<file path="config.mk">
export PLATFORM = sky130hd
export DESIGN_NAME = branch_predict_unit
export DESIGN_NICKNAME = d
export VERILOG_FILES = /design/src/rtl/branch_predict_unit.sv
export SDC_FILE = /design/constraint.sdc
export NUM_CORES = 1
export LEC_CHECK = 0
export ABC_AREA = 1
export BUFFER_PORTS_ARGS = -buffer_cell sky130_fd_sc_hd__buf_2
export CORE_ASPECT_RATIO = 1.5
export CORE_MARGIN = 3
export CORE_UTILIZATION = 30
export CTS_CLUSTER_SIZE = 20
export DETAILED_ROUTE_END_ITERATION = 8
export SYNTH_ARGS = -nofsm -noshare
export SYNTH_HDL_FRONTEND = slang
export SYNTH_SLANG_ARGS = --single-unit
</file>
<file path="constraint.sdc">
create_clock -name clk_i -period 2.1 [get_ports clk_i]
set_input_delay 0.42 -clock clk_i [delete_from_list [all_inputs] [get_ports clk_i]]
set_output_delay 0.42 -clock clk_i [all_outputs]
set_load 0.02 [all_outputs]
</file>
<file path="src/rtl/branch_predict_unit.sv">
// Resolves branches/jumps from ALU flags, predicts from a PC-indexed bimodal table of
// saturating counters (1-cycle lookup), and counts resolved transfers and mispredicts.
module branch_predict_unit #(
  parameter int XLEN        = 32,
  parameter int BHT_ENTRIES = 64,
  parameter int CNT_BITS    = 2,
  parameter int CNT_INIT    = 1,
  parameter int STAT_BITS   = 32
) (
  input  logic                 clk_i,
  input  logic                 rst_i,
  input  logic                 pred_valid_i,
  input  logic [XLEN-1:0]      pred_pc_i,
  output logic                 pred_taken_o,
  input  logic                 res_valid_i,
  input  logic [XLEN-1:0]      res_pc_i,
  input  logic [2:0]           res_func3_i,
  input  logic [1:0]           res_branch_i,
  input  logic                 res_cf_i,
  input  logic                 res_zf_i,
  input  logic                 res_vf_i,
  input  logic                 res_sf_i,
  input  logic                 res_pred_taken_i,
  output logic                 res_taken_o,
  output logic                 mispredict_o,
  output logic [STAT_BITS-1:0] br_count_o,
  output logic [STAT_BITS-1:0] mispred_count_o
);

  localparam int IDX_W = (BHT_ENTRIES > 1) ? $clog2(BHT_ENTRIES) : 1;
  localparam logic [CNT_BITS-1:0]  CNT_MAX  = '1;
  localparam logic [CNT_BITS-1:0]  CNT_RST  = CNT_BITS'(CNT_INIT);
  localparam logic [STAT_BITS-1:0] STAT_MAX = '1;

  logic [CNT_BITS-1:0]  bht_q [BHT_ENTRIES];
  logic                 pred_taken_q, pred_taken_d;
  logic                 mispredict_q, mispredict_d;
  logic [STAT_BITS-1:0] br_count_q, br_count_d;
  logic [STAT_BITS-1:0] mispred_count_q, mispred_count_d;
  logic [CNT_BITS-1:0]  cnt_old, cnt_d;
  logic [IDX_W-1:0]     pred_idx, res_idx;
  logic                 br_cond, f3_legal, upd_en, ctrl_xfer;
  logic                 unused_pc;

  // Word-aligned PCs: bits [1:0] and everything above the index are dropped (aliasing allowed).
  assign pred_idx  = pred_pc_i[IDX_W+1:2];
  assign res_idx   = res_pc_i[IDX_W+1:2];
  assign unused_pc = ^{pred_pc_i[XLEN-1:IDX_W+2], pred_pc_i[1:0],
                       res_pc_i[XLEN-1:IDX_W+2], res_pc_i[1:0]};

  always_comb begin
    br_cond  = 1'b0;
    f3_legal = 1'b1;
    case (res_func3_i)
      3'b000:  br_cond = res_zf_i;
      3'b001:  br_cond = ~res_zf_i;
      3'b100:  br_cond = res_sf_i != res_vf_i;
      3'b101:  br_cond = res_sf_i == res_vf_i;
      3'b110:  br_cond = ~res_cf_i;
      3'b111:  br_cond = res_cf_i;
      default: f3_legal = 1'b0;
    endcase
  end

  assign res_taken_o = res_branch_i[1] | (res_branch_i[0] & br_cond);
  assign upd_en      = res_valid_i & (res_branch_i == 2'b01) & f3_legal;
  assign ctrl_xfer   = res_valid_i & (res_branch_i != 2'b00);

  always_comb begin
    cnt_old = bht_q[res_idx];
    cnt_d   = cnt_old;
    if (res_taken_o) begin
      if (cnt_old != CNT_MAX) cnt_d = cnt_old + 1'b1;
    end else begin
      if (cnt_old != '0) cnt_d = cnt_old - 1'b1;
    end
  end

  always_comb begin
    pred_taken_d    = pred_valid_i & bht_q[pred_idx][CNT_BITS-1];
    mispredict_d    = ctrl_xfer & (res_taken_o != res_pred_taken_i);
    br_count_d      = br_count_q;
    mispred_count_d = mispred_count_q;
    if (ctrl_xfer && br_count_q != STAT_MAX) br_count_d = br_count_q + 1'b1;
    if (mispredict_d && mispred_count_q != STAT_MAX) mispred_count_d = mispred_count_q + 1'b1;
  end

  // Lookup reads bht_q before the same-edge write, giving read-old on index collisions.
  always_ff @(posedge clk_i) begin
    if (rst_i) begin
      for (int i = 0; i < BHT_ENTRIES; i++) bht_q[i] <= CNT_RST;
      pred_taken_q    <= 1'b0;
      mispredict_q    <= 1'b0;
      br_count_q      <= '0;
      mispred_count_q <= '0;
    end else begin
      if (upd_en) bht_q[res_idx] <= cnt_d;
      pred_taken_q    <= pred_taken_d;
      mispredict_q    <= mispredict_d;
      br_count_q      <= br_count_d;
      mispred_count_q <= mispred_count_d;
    end
  end

  assign pred_taken_o    = pred_taken_q;
  assign mispredict_o    = mispredict_q;
  assign br_count_o      = br_count_q;
  assign mispred_count_o = mispred_count_q;

endmodule

</file>
# After elaboration in Yosys (flattened, before gate mapping)
# Memory sizes are Yosys's and may differ from the RTL's.
# Cells that the tools add are included.
# Widths: inputs -> output; s select.
[op_classes]
bitwise_logic = 9
addsub = 4
reduce_logical = 7
eq_ne = 12
n_mux = 13
[op_table]
columns = ["op", "count"]
rows = [
  ["$add 32x1->32 const B", 2],
  ["$ne 32x32->1 const B", 2],
  ["$eq 3x3->1 const B", 4],
  ["$mux 2", 4],
  ["$mux 1", 7],
  ["$and 1x1->1", 6],
  ["$mux 6", 1],
  ["$pmux 1 s6", 1],
  ["$reduce_or 6->1", 1],
  ["$reduce_bool 2->1", 2],
  ["$eq 3x1->1 const B", 1],
  ["$logic_not 3->1", 1],
  ["$add 2x1->2 const B", 1],
  ["$eq 2x1->1 const B", 1],
  ["$logic_and 1x1->1", 2],
  ["$ne 1x1->1", 2],
  ["$ne 2x2->1 const B", 1],
  ["$not 1->1", 2],
  ["$reduce_or 2->1", 1],
  ["$sub 2x1->2 const B", 1],
  ["$eq 1x1->1", 1],
  ["$or 1x1->1", 1],
]
[word_totals]
ramBits = 128
in_bits = 78
memories = 1
wordCells = 50
register_bits = 66
[memory_table]
columns = ["memory", "depth", "width", "read_ports", "rd_ports_with_merged_regs", "wr", "line_no", "source"]
rows = [
  ["bht_q", 64, 2, 2, 0, 64, "35", "logic [CNT_BITS-1:0] bht_q [BHT_ENTRIES];"],
]

# Longest topological paths before layout
[logic_depth]
depth_word = 9
mapped_depth = 17
mapped_depth_nobuf = 15

# Worst setup path after synthesis
# OpenSTA, ideal clock, no wires.
[synth_path]
path_kind = "reg2reg"
start = "register mispred_count_q[1], in the netlist mispred_count_o[1]"
end = "register mispred_count_q[16], in the netlist mispred_count_o[16]"
t_required_ns = 1.972
path_stages_with_launch = 14
path_buffers = 1
slack_ns = 0.072
synth_period_minus_slack_ns = 2.028
arrival_time_ns = 1.900
cell_sequence = "dfxtp_1 -> ha_1 -> nand2_1 -> nor2_2 -> nand3_2 -> nor2_2 -> nand3_1 -> inv_2 -> nand4_4 -> nand3_4 -> buf_6 -> nand2_1 -> nand2_1 -> nor2_1"
[synth_via]
elab_chain_cells = 2
[synth_lines]
columns = ["item", "line_no", "source"]
rows = [
  ["start, declared", "39", "logic [STAT_BITS-1:0] mispred_count_q, mispred_count_d;"],
  ["start signal, assigned", "101", "mispred_count_q <= mispred_count_d;"],
  ["parallel branches: the longest is 2 deep, another holds $add 32x1->32", "n/a", ""],
]
# Several ways; the timed one is not identified.
# A chain may end at the register's enable or synchronous reset.

==> results.ini <==
[power]
comb_power_share_pct = 16.9
ir_worst_vdd_v = 0.000581
p_sw_share_pct = 28.8
clkPwrFrac_pct = 35.3
cellLeakagePower_nw = 5.63
p_total_mw = 8.71
power.density_nw_per_um2 = 620
seqPwrFrac_pct = 47.8
internal_power_mw = 6.20
p_sw_mw = 2.51

[critical_path]
crit_arrival_ns = 2.20
r2r_setup_slack_ns = 0.1
startpoint_type = input pin
cp-end-kind = flop
critical_path_class = input pin to flop
required_ns = 2.30
worstPathMaxFanout = 19

[synthesis]
synth_nets = 1702
synthDistinctLibCells = 39
yosysWarningCount = 0
ys_ff_latch = 194
syn_area_per_cell_um2 = 7.12
ys_seq_area_share_pct = 44.7
synth.cell_area_um2 = 11500
synthCells = 1622

[timing]
period_share_pct = 95.4
fin_setup_tns_ns = 0
tightest_slew_ns = 0.566
drv_slew = 0
fin_crit_ns = 2.00
slew_headroom_pct = 62.3
fin_ws_ns = 0.0968
clock_skew_ns = 0.0134
hold_viol = 0
fmax_mhz = 499
finalSetupViolations = 0
rsz0062_at_grt = true

[detailed_routing]
met1Wirelength_um = 13900
wl_per_cell_um = 16.4
drt-initial-drc-count = 624
dr_total_vias = 11300
drt_first_pass_iters = 6
dr_wl_met2_um = 19700
drt-total-wl_um = 37000
met3_length_um = 1960
drt.antenna.violating_nets = 0
top_layer_used = met4
vias_per_cell = 5.02
route.detailed.drc = 0

[global_route]
grt_max_degree = 94
grt-ovfl-total = 0
antenna_found_initial = 0
track_usage_pct = 17.5
grt_pass1_wl_um = 57000
grt_pass1_vias = 11300

[floorplan]
start_util_pct = 30.6
die-height_um = 246
std_cell_rows = 87
die_area_um2 = 40900
core_um2 = 37800
io_pins = 145
die_w_um = 166

[clock_tree]
cts_sinks = 194
cts_root_buf = clkbuf_16
cts-buffers-inserted = 17
h-tree-depth = 4
cts_hold_buf = 0
cts_tree = built
clk_latency_ns = 0.45
path_clk_slew_ns = 0.08
clockBufferDepth = 2

[finish]
area_growth_pct = 21.6
final_util_pct = 37.2
n_fill_cell = 3847
diodes = 0
stdcell_count = 2263
layout_common_cells = 528 x nand2_1, 247 x nor2_1, 156 x inv_1
nNetsFinal = 1841
final_common_cell = nand2_1
drive_above_1_share_pct = 15.2

[placement]
place_worst_setup_slack_ns = -0.444
hpwl_um = 25700
gp_congestion = 0.936
dpl.cell_count = 2219
io_buffers = 92

[job]
maxCapViolations = 0

[run_status]
status = finished, final reports clean

[worst_hold_path]
hold_path.class = input pin to flop

[power groups by stage]
stage / clock network, mW / logic [mW] / registers [mW]
after CTS: 3.15 / 1.29 / 4.16
after floorplan: 0 / 0.753 / 4.25
after detailed placement: 0 / 1.28 / 4.24
after global placement: 0 / 1.27 / 4.24
final: 3.07 / 1.48 / 4.16
after global routing: 3.28 / 1.58 / 4.17
[cells in the mapped netlist (all sizes together)]
| cell type | n | share of area, % |
|---|---|---|
| o21ai | 48 | 2.1 |
| o21bai | 11 | 0.72 |
| nor4 | 4 | 0.22 |
| a41oi | 1 | 0.076 |
| nand2 | 543 | 18 |
| nor3 | 35 | 1.5 |
| o221ai | 11 | 0.83 |
| or2 | 1 | 0.054 |
| ha | 2 | 0.22 |
| o21a | 1 | 0.065 |
| clkinv | 1 | 0.032 |
| dfxtp | 66 | 11 |
| xnor2 | 9 | 0.68 |
| a31oi | 2 | 0.11 |
| a211oi | 5 | 0.33 |
| inv | 161 | 5.2 |
| a21boi | 1 | 0.065 |
| nand4 | 49 | 2.8 |
| nor2 | 254 | 8.4 |
| edfxtp | 128 | 33 |
| buf | 53 | 3.1 |
| clkbuf | 27 | 0.88 |
| nand3b | 2 | 0.13 |
| xor2 | 20 | 1.5 |
| nor3b | 6 | 0.39 |
| nand3 | 104 | 4.7 |
| a21oi | 77 | 3.3 |
[worst max-delay path, cell delays in order]
cell and delay (ns):
buf_4 0.13, buf_4 0.17, buf_12 0.16, nand2_1 0.06
nand2_1 0.05, nand2_1 0.09, nand2_1 0.06, nand2_1 0.05
nand2_1 0.10, nand2_1 0.10, nand4_1 0.14, nor2_4 0.20
nand2_4 0.10, nand2_8 0.15, clkbuf_16 0.18, nor2_1 0.04
[sequential cells by signal (all words and copies together), names as in the netlist]
signal	flops
bht_q	128
br_count_o	32
mispred_count_o	32
mispredict_o	1
pred_taken_o	1
[path summary, 6_finish.rpt]
kind / start / endpoint / depth (start not counted)
max: res_pc_i[2] / bht_q[5][1] / 16
min: pred_pc_i[7] / pred_taken_o / 3
max reg2reg: bht_q[49][1] / bht_q[3][0] / 13
min reg2reg: br_count_o[4] / br_count_o[4] / 2
[through the flow]
| step | cell area, µm² | hold slack, ns |
|---|---|---|
| after floorplan | 11500 | 0.532 |
| after CTS | 13700 | 0.246 |
| final | 14000 | 0.276 |
| after detailed placement | 13200 | 0.459 |
| after global placement | 13200 | 0.454 |
| after global routing | 14000 | 0.264 |
[metal layers]
layer	global-route usage [%]	up-vias
met3	2.65	103
met2	33.0	382
met5	0	-
met1	18.7	5322
li1	-	5542
met4	9.30	0
[logic make-up after synthesis]
family	share of synthesized area, %
buffers and inverters	9.21
XOR/XNOR	2.20
adder cells (fa/ha/maj)	0.217
flip-flops	44.7
AO/OA/AOI/OAI	7.61
AND/OR/NAND/NOR	36.0
[layout make-up]
| cell class | count | area, µm² | share of cell area [%] |
|---|---|---|---|
| clock buffer | 19 | 433 | 3.08 |
| tap | 489 | 612 | 4.36 |
| clock inverter | 13 | 103 | 0.731 |
| sequential | 194 | 5170 | 36.8 |
| multi-input combinational | 1187 | 5440 | 38.8 |
| inverter | 162 | 608 | 4.33 |
| timing repair buffer | 199 | 1680 | 11.9 |
[repair_timing]
item	in CTS	in global routing
endpoints found under the setup margin	0	179
setup buffers	0	5
resized for setup	0	40
Note: power is estimated with default switching activity, not from simulation.
